==> config.mk <==
export PLATFORM = sky130hd
export DESIGN_NAME = wb_arbiter
export DESIGN_NICKNAME = d
export VERILOG_FILES = /design/src/rtl/core_pkg.sv /design/src/rtl/wb_hold_slot.sv /design/src/rtl/wb_arbiter.sv
export SDC_FILE = /design/constraint.sdc
export NUM_CORES = 1
export LEC_CHECK = 0
export CAP_MARGIN = 30
export CORE_MARGIN = 10
export CORE_UTILIZATION = 46
export DETAILED_ROUTE_END_ITERATION = 6
export PLACE_DENSITY = 0.83
export SLEW_MARGIN = 20
export SYNTH_ARGS = -nofsm -noshare
export SYNTH_HDL_FRONTEND = slang
export SYNTH_SLANG_ARGS = --single-unit
==> constraint.sdc <==
create_clock -name clk -period 1.99 [get_ports clk]
set_input_delay 0.2985 -clock clk [delete_from_list [all_inputs] [get_ports clk]]
set_output_delay 0.2985 -clock clk [all_outputs]
set_load 0.005 [all_outputs]
==> src/rtl/core_pkg.sv <==
// Shared write-back definitions: producer ids and producer count.
// Index order of every per-source vector follows wb_src_e.
package core_pkg;

   typedef enum logic [1:0] {
      WB_ALU  = 2'd0,
      WB_LOAD = 2'd1,
      WB_DIV  = 2'd2
   } wb_src_e;

   localparam int NUM_WB_SRC = 3;

endpackage

==> src/rtl/wb_hold_slot.sv <==
// One-entry result hold register with a saturating starvation age.
// The slot can be refilled on the same edge its held result is granted.
module wb_hold_slot
   import core_pkg::*;
#(
   parameter int XLEN         = 32,
   parameter int STARVE_LIMIT = 4
) (
   input  logic            clk,
   input  logic            reset_n,
   input  logic            in_valid,
   output logic            in_ready,
   input  logic [4:0]      in_rd,
   input  logic [XLEN-1:0] in_data,
   input  logic            grant,
   input  logic            run,
   output logic            hold_v,
   output logic [4:0]      hold_rd,
   output logic [XLEN-1:0] hold_data,
   output logic            starved
);

   localparam int AW = $clog2(STARVE_LIMIT + 1);
   localparam logic [AW-1:0] AGE_MAX = AW'(STARVE_LIMIT);

   logic [AW-1:0] age;

   assign in_ready = !hold_v || grant;
   assign starved  = hold_v && (age == AGE_MAX);

   always_ff @(posedge clk or negedge reset_n) begin
      if (!reset_n) begin
         hold_v    <= 1'b0;
         hold_rd   <= '0;
         hold_data <= '0;
         age       <= '0;
      end else if (in_valid && in_ready) begin
         hold_v    <= 1'b1;
         hold_rd   <= in_rd;
         hold_data <= in_data;
         age       <= '0;
      end else if (grant) begin
         hold_v <= 1'b0;
         age    <= '0;
      end else if (!hold_v) begin
         age <= '0;
      end else if (run && (age != AGE_MAX)) begin
         age <= age + 1'b1;
      end
   end

endmodule

==> src/rtl/wb_arbiter.sv <==
// Register-file write-port arbiter for ALU, load and divide results.
// Fixed priority LOAD > DIV > ALU, overridden by slots that have aged out.
module wb_arbiter
   import core_pkg::*;
#(
   parameter int XLEN         = 32,
   parameter int STARVE_LIMIT = 4
) (
   input  logic            clk,
   input  logic            reset_n,
   input  logic            run,
   input  logic            alu_valid,
   output logic            alu_ready,
   input  logic [4:0]      alu_rd,
   input  logic [XLEN-1:0] alu_data,
   input  logic            ld_valid,
   output logic            ld_ready,
   input  logic [4:0]      ld_rd,
   input  logic [XLEN-1:0] ld_data,
   input  logic            div_valid,
   output logic            div_ready_o,
   input  logic [4:0]      div_rd,
   input  logic [XLEN-1:0] div_data,
   output logic            reg_we,
   output logic [4:0]      rd,
   output logic [XLEN-1:0] wdata,
   output logic [1:0]      grant_src,
   output logic [2:0]      pending
);

   logic [NUM_WB_SRC-1:0] v_in;
   logic [NUM_WB_SRC-1:0] rdy;
   logic [NUM_WB_SRC-1:0] hv;
   logic [NUM_WB_SRC-1:0] stv;
   logic [NUM_WB_SRC-1:0] gnt;
   logic [NUM_WB_SRC-1:0] cand;
   logic [4:0]            rd_in [NUM_WB_SRC];
   logic [XLEN-1:0]       dat_in[NUM_WB_SRC];
   logic [4:0]            hrd   [NUM_WB_SRC];
   logic [XLEN-1:0]       hdat  [NUM_WB_SRC];
   wb_src_e               sel;
   logic                  any;

   assign v_in = {div_valid, ld_valid, alu_valid};

   assign rd_in[WB_ALU]   = alu_rd;
   assign rd_in[WB_LOAD]  = ld_rd;
   assign rd_in[WB_DIV]   = div_rd;
   assign dat_in[WB_ALU]  = alu_data;
   assign dat_in[WB_LOAD] = ld_data;
   assign dat_in[WB_DIV]  = div_data;

   for (genvar i = 0; i < NUM_WB_SRC; i++) begin : g_slot
      wb_hold_slot #(
         .XLEN        (XLEN),
         .STARVE_LIMIT(STARVE_LIMIT)
      ) u_slot (
         .clk      (clk),
         .reset_n  (reset_n),
         .in_valid (v_in[i]),
         .in_ready (rdy[i]),
         .in_rd    (rd_in[i]),
         .in_data  (dat_in[i]),
         .grant    (gnt[i]),
         .run      (run),
         .hold_v   (hv[i]),
         .hold_rd  (hrd[i]),
         .hold_data(hdat[i]),
         .starved  (stv[i])
      );
   end

   assign alu_ready   = rdy[WB_ALU];
   assign ld_ready    = rdy[WB_LOAD];
   assign div_ready_o = rdy[WB_DIV];
   assign pending     = hv;

   // Aged-out slots form the candidate set whenever any exist.
   assign cand = (|stv) ? stv : hv;

   always_comb begin
      sel = WB_ALU;
      any = 1'b0;
      gnt = '0;
      if (run) begin
         priority case (1'b1)
            cand[WB_LOAD]: begin sel = WB_LOAD; any = 1'b1; end
            cand[WB_DIV]:  begin sel = WB_DIV;  any = 1'b1; end
            cand[WB_ALU]:  begin sel = WB_ALU;  any = 1'b1; end
            default:       any = 1'b0;
         endcase
      end
      gnt[sel] = any;
   end

   // x0 writes are consumed from the slot but never reach the file.
   always_ff @(posedge clk or negedge reset_n) begin
      if (!reset_n) begin
         reg_we    <= 1'b0;
         rd        <= '0;
         wdata     <= '0;
         grant_src <= '0;
      end else if (any) begin
         reg_we    <= (hrd[sel] != 5'd0);
         rd        <= hrd[sel];
         wdata     <= hdat[sel];
         grant_src <= sel;
      end else begin
         reg_we <= 1'b0;
      end
   end

endmodule
==> results of run 1 <==
## layer usage
metal,vias to the layer above,GRT usage [%],routed length (um)
met5,-,0,0
met4,0,6.57,621
met3,41,5.40,1200
met2,194,32.1,11400
met1,2744,24.0,9210
li1,2373,-,-
## stage by stage
step / cells / utilization [%] / hold WS, ns / setup WS (ns) / cell area [um^2]
2_1_floorplan: 537 / - / 0.00291 / 0.0930 / 7210
4_1_cts: 970 / 68.2 / 0.458 / -0.0691 / 10400
3_3_place_gp: 922 / 61.6 / 0.326 / -0.0781 / 9400
5_1_grt: 986 / 71.5 / 0.472 / -0.116 / 10900
6_report: 986 / 71.5 / 0.448 / -0.0521 / 10900
3_5_place_dp: 922 / 61.6 / 0.341 / -0.141 / 9400
## power by group through the flow
stage / Sequential [mW] / Clock (mW) / Combinational (mW)
finish: 5.85 / 3.32 / 6.30
global placement: 5.64 / 0 / 4.70
global route: 6.03 / 3.53 / 6.69
floorplan: 5.50 / 0 / 2.85
detailed placement: 5.74 / 0 / 4.92
CTS: 5.73 / 3.37 / 5.47
## timing repair
action / 4_1_cts / 5_1_grt
gates resized for setup: 66 / 63
endpoints found under the hold margin: 57 / 0
pin swaps: 8 / 9
setup endpoints to repair: 103 / 130
cloned: 5 / 7
setup buffers: 12 / 10
hold buffers: 1 / 0
## flip-flops by register name (all words and copies together), names as in the netlist
name                     cells
g_slot.u_slot.age            9
g_slot.u_slot.hold_data     96
g_slot.u_slot.hold_rd       15
g_slot.u_slot.hold_v         3
grant_src                    2
rd                           5
reg_we                       1
wdata                       32
## critical path, cell delays in order (launching register included)
cell and delay, ns:
dfrtp_1 0.39, inv_2 0.08, ha_4 0.13, and3_4 0.22, a2bb2oi_4 0.20, o21ai_4 0.07
buf_6 0.15, nand2_8 0.08, bufbuf_16 0.27, mux2_2 0.33
## cells by family (layout without fill, tap and decap cells)
logic type | Yosys count | count (layout)
compound gates | 56 | 56
xor+xnor | 2 | 2
fa+ha+maj | 6 | 6
buf+inv | 42 | 280
flops | 163 | 163
mux | 150 | 150
simple gates | 118 | 118
## area by class of cell
type                            instances  area share [%]
Sequential cell                       163            37.4
Multi-Input combinational cell        332            30.2
Timing Repair Buffer                  240            24.3
Clock buffer                           20            4.00
Tap cell                              211            2.42
Clock inverter                         12            1.44
Inverter                                8           0.275
## worst paths after layout
path / start / to
max in group asynchronous: reset_n / g_slot[1].u_slot.hold_data[22]
min in group clk: ld_data[14] / g_slot[1].u_slot.hold_data[14]
setup reg to reg: g_slot[0].u_slot.age[1] / g_slot[1].u_slot.hold_data[2]
hold / removal: reset_n / g_slot[0].u_slot.age[0]
setup / recovery: g_slot[0].u_slot.age[1] / g_slot[1].u_slot.hold_data[2]
hold reg to reg: grant_src[1] / grant_src[1]
## cells in the final DEF, fill, tap and decap left out, types with 13 or more instances in the layout
cell / instances
dfrtp_1: 163
clkdlybuf4s50_1: 158
mux2_4: 98
nand2_1: 47
nand3_1: 41
buf_4: 40
o211ai_1: 38
mux2i_1: 31
clkbuf_16: 23
buf_12: 17
mux2_2: 13
==> summary.txt, run 1 <==
Timing
  • Final clock period utilization by the worst path: 103%
  • Clock skew: 0.00815 ns
  • Max-slew violations: 0
  • Rel. slew slack: 58.3%
  • Final setup fails: 46
  • RSZ-0062 raised after global routing: yes
  • Setup_tns: -1.01 ns
  • Fmax achieved: 0.490 GHz
  • Final critical-path required period: 2.04 ns
  • Final hold viol count: 0
  • PnR worst setup slack: -0.0521 ns
  • Measured slew at the worst slew-check pin: 0.625 ns

Clock network
  • CTS sink cnt: 163
  • Worst skew pair latency: 0.43 ns
  • Max clock buf depth: 2
  • Total CTS buffers: 17
  • # H-tree levels: 4
  • Root buf cell: clkbuf_16
  • Clock Pin Slew Worst Setup and Hold Paths: 0.06 ns
  • CTS tree: yes

Critical path
  • Worst Path Arrival: 2.35 ns
  • Reg-to-reg slack, setup: -0.05 ns
  • WS Path Type: flip-flop to flip-flop
  • CP startpoint kind: flip-flop
  • Critical Path Fanout Max: 5
  • Worst R2R Path Depth: 9
  • Critical Path Sink Type: flip-flop
  • Req. time, crit path: 2.30 ns

Power
  • Max IR drop VDD: 677 uV
  • Design internal power: 10.8 mW
  • LEAKAGE: 5.06 nW
  • Comb pwr share: 40.7%
  • Final Power: 15.5 mW
  • Switching part of the total: 30.0%
  • Sequential fraction of design power: 37.8%
  • Power per Cell Area: 1420 nW/um^2
  • Clk pwr share: 21.5%
  • Net switching power: 4.65 mW

Drt
  • Drt pass-1 iters: 4
  • Via count: 5352
  • DRC: 0
  • Wire per inst: 22.8 um
  • Routed Antenna Nets: 0
  • Vias per cell: 5.43
  • Routed WL: 22500 um
  • Detailed Route Iter0 Violations: 298

Synthesis
  • Simple-Gate Fraction of Synth Area: 8.19%
  • Count of state elements after synthesis: 163
  • Ys Warns: 0
  • Largest family of logic cells by synthesized area: multiplexers
  • Most frequent cells after synthesis: 163 x dfrtp_1, 81 x mux2_2, 48 x nand2_1
  • Netlist cell types: 36
  • Leading area contributor after synthesis: dfrtp_1
  • Top-count cell post-synth: dfrtp_1
  • EDFF count, synth: 0
  • Post-Synth XOR/XNOR Area: 0.243%
  • Synth Instances: 537
  • Post-synthesis mux area share: 24.3%
  • Syn Nets: 660
  • Adder-Cell Fraction of Synth Area: 1.04%
  • Compound-gate portion of the synthesized area: 5.81%
  • Largest cells by area after synthesis: dfrtp_1 57%, mux2_2 13%, mux2_4 6.2%
  • Synth Flop Type: dfrtp_1
  • FFs w/ async S/R, synth: 100%
  • Share of the synthesized area in the top cell type: 56.6%
  • Mean Syn Cell Area: 13.4 um^2
  • Mapped Area: 7210 um^2
  • Share of the yosys chip area belonging to registers: 56.6%

Run status
  • Status: complete, but fails checks
  • Failing checks: negative setup slack

Cells and area
  • Reg area: 4080 um^2
  • # nets final: 885
  • Share of cells above drive strength 1: 32.9%
  • Syn-to-layout area delta: 51.3%
  • Multi-input logic area: 3300 um^2
  • N_diodes: 0
  • Filler Cell Count: 976

Flow run
  • Max-cap violations: 0

GRT
  • Global-route wire length before repair: 32800 um
  • GRT Resource Usage Total: 19.4%
  • Vias in the first global route: 5811
  • Initial antenna violation count: 0
  • Gr ovfl total: 0
  • Largest net degree at the start of global routing: 63

Floorplan
  • Die area: 21100 um^2
  • Die Y: 145 um
  • Cell Rows: 45
  • Initial core utilization: 47.3%
  • Core Region: 15300 um^2
  • I/O pins: 163
  • Die width: 145 um

Place
  • GPL Wtd Cong: 0.836
  • I/O Buffers: 162
  • Hpwl dp: 14100 um

Worst hold path
  • Min-Delay Path Class: input port to asynchronous set/reset pin
Note: power is estimated with default switching activity, not from simulation.
==> inputs of run 2 (changes only) <==
TNS_END_PERCENT = 50   (was not set)
==> run 2 against run 1 <==
The run still ends with negative setup slack left; register-to-register slack hardly changed; clock skew is 0.0012 ns higher; core utilization is 1.3 points lower; sequential share of layout area grew 0.67 points; flip-flop and latch count did not move; clock power is essentially flat; first-iteration DRC count shrank 11%; fmax fell by 0.31%.
==> summary.txt, run 2 (synthesis gave the netlist of run 1 again) <==
Timing
  • Clock skew: 0.00934 ns
  • Final hold viol count: 0
  • Fmax achieved: 0.488 GHz
  • Rel. slew slack: 58.8%
  • Measured slew at the worst slew-check pin: 0.618 ns
  • PnR worst setup slack: -0.0585 ns
  • Final clock period utilization by the worst path: 103%
  • RSZ-0062 raised after global routing: yes
  • Max-slew violations: 0
  • Final critical-path required period: 2.05 ns
  • Final setup fails: 31

Run status
  • Status: complete, but fails checks
  • Failing checks: negative setup slack

Critical path
  • CP startpoint kind: flip-flop
  • Critical path's slowest cell: dfrtp_1
  • Critical Path Sink Type: flip-flop
  • Req. time, crit path: 2.30 ns
  • Worst setup path start: g_slot[0].u_slot.age[1]
  • RR Startpoint: g_slot[0].u_slot.age[1]
  • Worst Path Arrival: 2.36 ns
  • CP max stage delay: 0.39 ns
  • WS Path Type: flip-flop to flip-flop
  • Critical Path Fanout Max: 5
  • Worst path cell trace: inv_2 > ha_4 > and3_4 > a2bb2oi_4 > o21ai_4 > buf_6 > nand2_8 > bufbuf_16 > mux2_2

Cells and area
  • # nets final: 878
  • Most frequent cells in the layout: 163 x dfrtp_1, 158 x clkdlybuf4s50_1, 98 x mux2_4, 47 x nand2_1
  • Max FFs per register: 96
  • Finished Layout Cells: 979
  • N_diodes: 0
  • Filler Cell Count: 1004
  • Share of cells above drive strength 1: 31.6%
  • Multi-input logic area: 3250 um^2
  • Largest Register: g_slot.u_slot.hold_data
  • Top flop regs: g_slot.u_slot.hold_data: 96 flops, wdata: 32 flops, g_slot.u_slot.hold_rd: 15 flops
  • Syn-to-layout area delta: 48.6%
  • Most common cell after layout, fill and taps aside: dfrtp_1
  • Reg area: 4080 um^2

Power
  • LEAKAGE: 4.99 nW
  • Design internal power: 10.6 mW
  • Comb pwr share: 39.7%
  • Final Power: 15.1 mW
  • Switching part of the total: 29.8%
  • Power per Cell Area: 1410 nW/um^2
  • Max IR drop VDD: 677 uV
  • Net switching power: 4.51 mW
  • Clk pwr share: 22.0%
  • Sequential fraction of design power: 38.3%

GRT
  • Largest net degree at the start of global routing: 63
  • Vias in the first global route: 5809
  • Initial antenna violation count: 0
  • Global-route wire length before repair: 32800 um
  • GRT Resource Usage Total: 19.4%
  • Gr ovfl total: 0

Drt
  • Wire per inst: 22.2 um
  • Detailed Route Iter0 Violations: 265
  • Routed WL: 21800 um
  • Vias per cell: 5.39
  • Routed Antenna Nets: 0
  • Drt pass-1 iters: 4
  • Via count: 5273
  • DRC: 0

Floorplan
  • Die Y: 145 um
  • Initial core utilization: 47.3%
  • Die width: 145 um
  • Cell Rows: 45
  • Die area: 21100 um^2
  • I/O pins: 163
  • Core Region: 15300 um^2

Worst hold path
  • Min-Delay Path Class: input port to asynchronous set/reset pin

Clock network
  • Max clock buf depth: 2
  • Clock Pin Slew Worst Setup and Hold Paths: 0.06 ns
  • Root buf cell: clkbuf_16
  • Worst skew pair latency: 0.42 ns
  • CTS sink cnt: 163
  • # H-tree levels: 4
  • CTS tree: yes
  • Total CTS buffers: 17

Place
  • Hpwl dp: 14100 um
  • GPL Wtd Cong: 0.836
  • I/O Buffers: 162
  • Inst Count DP: 922
  • Pre-CTS WS: -0.141 ns

Flow run
  • Max-cap violations: 0
[run 2: path summary, 6_finish.rpt]
check | end | slack (ns) | cells after the start
hold / removal | g_slot[0].u_slot.age[0] | 0.45 | 2
hold reg to reg | grant_src[1] | 0.49 | 2
setup / recovery | g_slot[1].u_slot.hold_data[2] | -0.06 | 9
max in group asynchronous | g_slot[1].u_slot.hold_data[24] | 0.91 | 3
setup reg to reg | g_slot[1].u_slot.hold_data[2] | -0.06 | 9
min in group clk | g_slot[1].u_slot.hold_data[14] | 0.49 | 2
[run 2: cell type report]
type / instances / share of cell area, %
clock buffer: 20 / 4.07
sequential: 163 / 38.1
clock inverter: 12 / 1.47
timing repair buffer: 233 / 23.3
inverter: 8 / 0.280
tap: 211 / 2.46
multi-input combinational: 332 / 30.3
[run 2: power groups by stage]
stage	clock (mW)	combinational [mW]	sequential (mW)
floorplan	0	2.85	5.50
global placement	0	4.70	5.64
detailed placement	0	4.92	5.74
CTS	3.37	5.47	5.73
global route	3.53	6.39	5.98
finish	3.32	6.00	5.80
[run 2: critical path: cells and delay by family, from the launching register on]
kind	cells	cell delay (ns)
adders and majority gates	1	0.13
buffers and inverters	3	0.50
AOI/OAI and AO/OA	2	0.27
and+or+nand+nor	2	0.31
muxes	1	0.33
DFF	1	0.39
[run 2: stage by stage]
step	cell area (um^2)	hold WS, ns	TNS, ns	utilization (%)
global placement	9400	0.326	-1.93	61.6
floorplan	7210	0.00291	0	-
finish	10700	0.449	-1.10	70.3
detailed placement	9400	0.341	-4.37	61.6
global route	10700	0.472	-7.70	70.3
CTS	10400	0.458	-1.76	68.2
[run 2: layer usage]
metal  global-route usage [%]  routed length [um]
met1                     24.0                8950
met2                     32.1               11000
met3                     5.40                1180
met4                     6.57                 626
met5                        0                   0
[run 2: timing repair]
item,CTS,global route
gates resized for setup,66,52
endpoints found under the hold margin,57,0
gates cloned,5,3
hold buffers,1,0
pin swaps,8,8
setup buffers,12,7
endpoints found under the setup margin,103,130
==> inputs of run 3 (changes only) <==
CAP_MARGIN = 15   (was 30)
CORE_ASPECT_RATIO = 0.9   (was not set)
==> run 3 against run 2 <==
The flow still finishes with violations (negative setup slack); sequential share of layout area up 0.053 points; total power down 1.0%; sequential power about the same; core utilization is 0.69 points lower; clock skew about the same; die area about the same; fmax down 1.6%; register-to-register slack got worse by 0.03 ns; highest routed layer unchanged.
==> summary.txt, run 3 (synthesis gave the netlist of run 1 again) <==
Run status
  • Failing checks: negative setup slack
  • Status: complete, but fails checks

Floorplan
  • Initial core utilization: 46.9%
  • Cell Rows: 43
  • Die Y: 139 um
  • Die width: 152 um
  • Core Region: 15400 um^2
  • I/O pins: 163
  • Die area: 21100 um^2

Critical path
  • Critical path's slowest cell: dfrtp_1
  • Buf+Inv Stages, Crit Path: 4
  • CP max stage delay: 0.39 ns
  • RR Endpoint: g_slot[0].u_slot.hold_data[25]
  • Reg-to-reg slack, setup: -0.09 ns
  • Req. time, crit path: 2.29 ns
  • Critical Path Fanout Max: 7
  • Worst path cell trace: inv_2 > ha_4 > and3_4 > buf_6 > o211ai_1 > o21ai_2 > buf_6 > nand2_8 > clkbuf_16 > mux2_4
  • Crit path top cell by count: buf_6
  • Crit path max-delay family: buffers and inverters
  • RR Startpoint: g_slot[0].u_slot.age[1]
  • WS Path Type: flip-flop to flip-flop
  • CP startpoint kind: flip-flop
  • Critical Path Sink Type: flip-flop
  • Worst R2R Path Depth: 10
  • Worst Path Arrival: 2.38 ns

Cells and area
  • Fin util: 69.6%
  • Most common cell after layout, fill and taps aside: dfrtp_1
  • Multi-input logic area: 3250 um^2
  • Share of cells above drive strength 1: 30.7%
  • Reg area: 4080 um^2
  • Max FFs per register: 96
  • Largest Register: g_slot.u_slot.hold_data
  • Filler Cell Count: 1030
  • Finished Layout Cells: 963
  • Top flop regs: g_slot.u_slot.hold_data: 96 flops, wdata: 32 flops, g_slot.u_slot.hold_rd: 15 flops
  • # nets final: 871
  • Most frequent cells in the layout: 163 x dfrtp_1, 158 x clkdlybuf4s50_1, 103 x mux2_4, 47 x nand2_1, 41 x nand3_1
  • N_diodes: 0
  • Syn-to-layout area delta: 48.4%

Clock network
  • CTS sink cnt: 163
  • CTS tree: yes
  • Total CTS buffers: 17
  • Clock Pin Slew Worst Setup and Hold Paths: 0.06 ns
  • Max clock buf depth: 2
  • # H-tree levels: 4
  • Worst skew pair latency: 0.42 ns
  • Root buf cell: clkbuf_16

GRT
  • Largest net degree at the start of global routing: 60
  • GRT Resource Usage Total: 18.6%
  • Gr ovfl total: 0
  • Vias in the first global route: 5669
  • Global-route wire length before repair: 31600 um
  • Initial antenna violation count: 0

Power
  • Power per Cell Area: 1400 nW/um^2
  • Max IR drop VDD: 756 uV
  • LEAKAGE: 5.01 nW

Timing
  • Final setup fails: 99
  • Measured slew at the worst slew-check pin: 0.593 ns
  • Clock skew: 0.00930 ns
  • Fmax achieved: 0.480 GHz
  • Final hold viol count: 0
  • Max-slew violations: 0
  • Final critical-path required period: 2.08 ns
  • Setup_tns: -5.17 ns
  • RSZ-0062 raised after global routing: yes
  • PnR worst setup slack: -0.0915 ns
  • Rel. slew slack: 60.5%
  • Final clock period utilization by the worst path: 105%

Place
  • Hpwl dp: 14000 um
  • I/O Buffers: 162
  • GPL Wtd Cong: 0.849
  • Pre-CTS WS: -0.122 ns
  • Inst Count DP: 908

Drt
  • Via count: 5367
  • Drt pass-1 iters: 5
  • Routed Antenna Nets: 0
  • Vias per cell: 5.57
  • Wire per inst: 23.0 um
  • Routed WL: 22100 um
  • DRC: 0
  • Detailed Route Iter0 Violations: 351

Flow run
  • Max-cap violations: 0

Worst hold path
  • Min-Delay Path Class: input port to asynchronous set/reset pin
==> run 3: where the power goes <==
part / total (mW) / internal (mW) / switching, mW
clock: 3.12 / 1.85 / 1.27
combinational: 6.02 / 3.83 / 2.19
sequential: 5.83 / 4.82 / 1.01
total: 15.0 / 10.5 / 4.47
==> run 3: worst max path at each step <==
| stage | endpoint | from | cells past startpoint |
|---|---|---|---|
| after CTS | g_slot[0].u_slot.hold_data[18] | g_slot[0].u_slot.age[1] | 10 |
| after floorplan | g_slot[2].u_slot.hold_data[27] | g_slot[0].u_slot.age[0] | 8 |
| after global routing | alu_ready | g_slot[0].u_slot.age[1] | 7 |
| final | g_slot[0].u_slot.hold_data[25] | g_slot[0].u_slot.age[1] | 10 |
| after global placement | div_ready_o | run | 5 |
| after detailed placement | g_slot[2].u_slot.hold_data[21] | g_slot[0].u_slot.age[1] | 9 |
==> run 3: final cells by class <==
class	instances	area share, %
clock buffer	24	4.59
clock inverter	8	0.713
inverter	8	0.281
multi-input combinational	332	30.4
sequential	163	38.1
tap	202	2.36
timing repair buffer	226	23.6
==> run 3: what timing repair did <==
item | in CTS | in global routing
endpoints found under the setup margin | 114 | 130
pin swaps | 4 | 8
setup buffers | 5 | 4
hold buffers | 1 | 0
cloned | 1 | 12
gates resized for setup | 31 | 80
hold endpoints to repair | 54 | 0
==> run 3: through the flow <==
stage               area [um^2]  hold slack (ns)  power (mW)
floorplan                  7210          0.00291        8.34
global placement           9400            0.305        10.4
detailed placement         9400            0.319        10.7
CTS                       10100            0.436        14.1
global route              10700            0.469        15.7
finish                    10700            0.433        15.0
==> run 3: per-layer routing <==
layer  up-vias  share of wire (%)  track usage, %
met4         0                2.5            5.72
met5         -                  0               0
met1      2744                 42            22.7
met3        47                6.0            5.36
met2       234                 49            31.1
li1       2342                  -               -
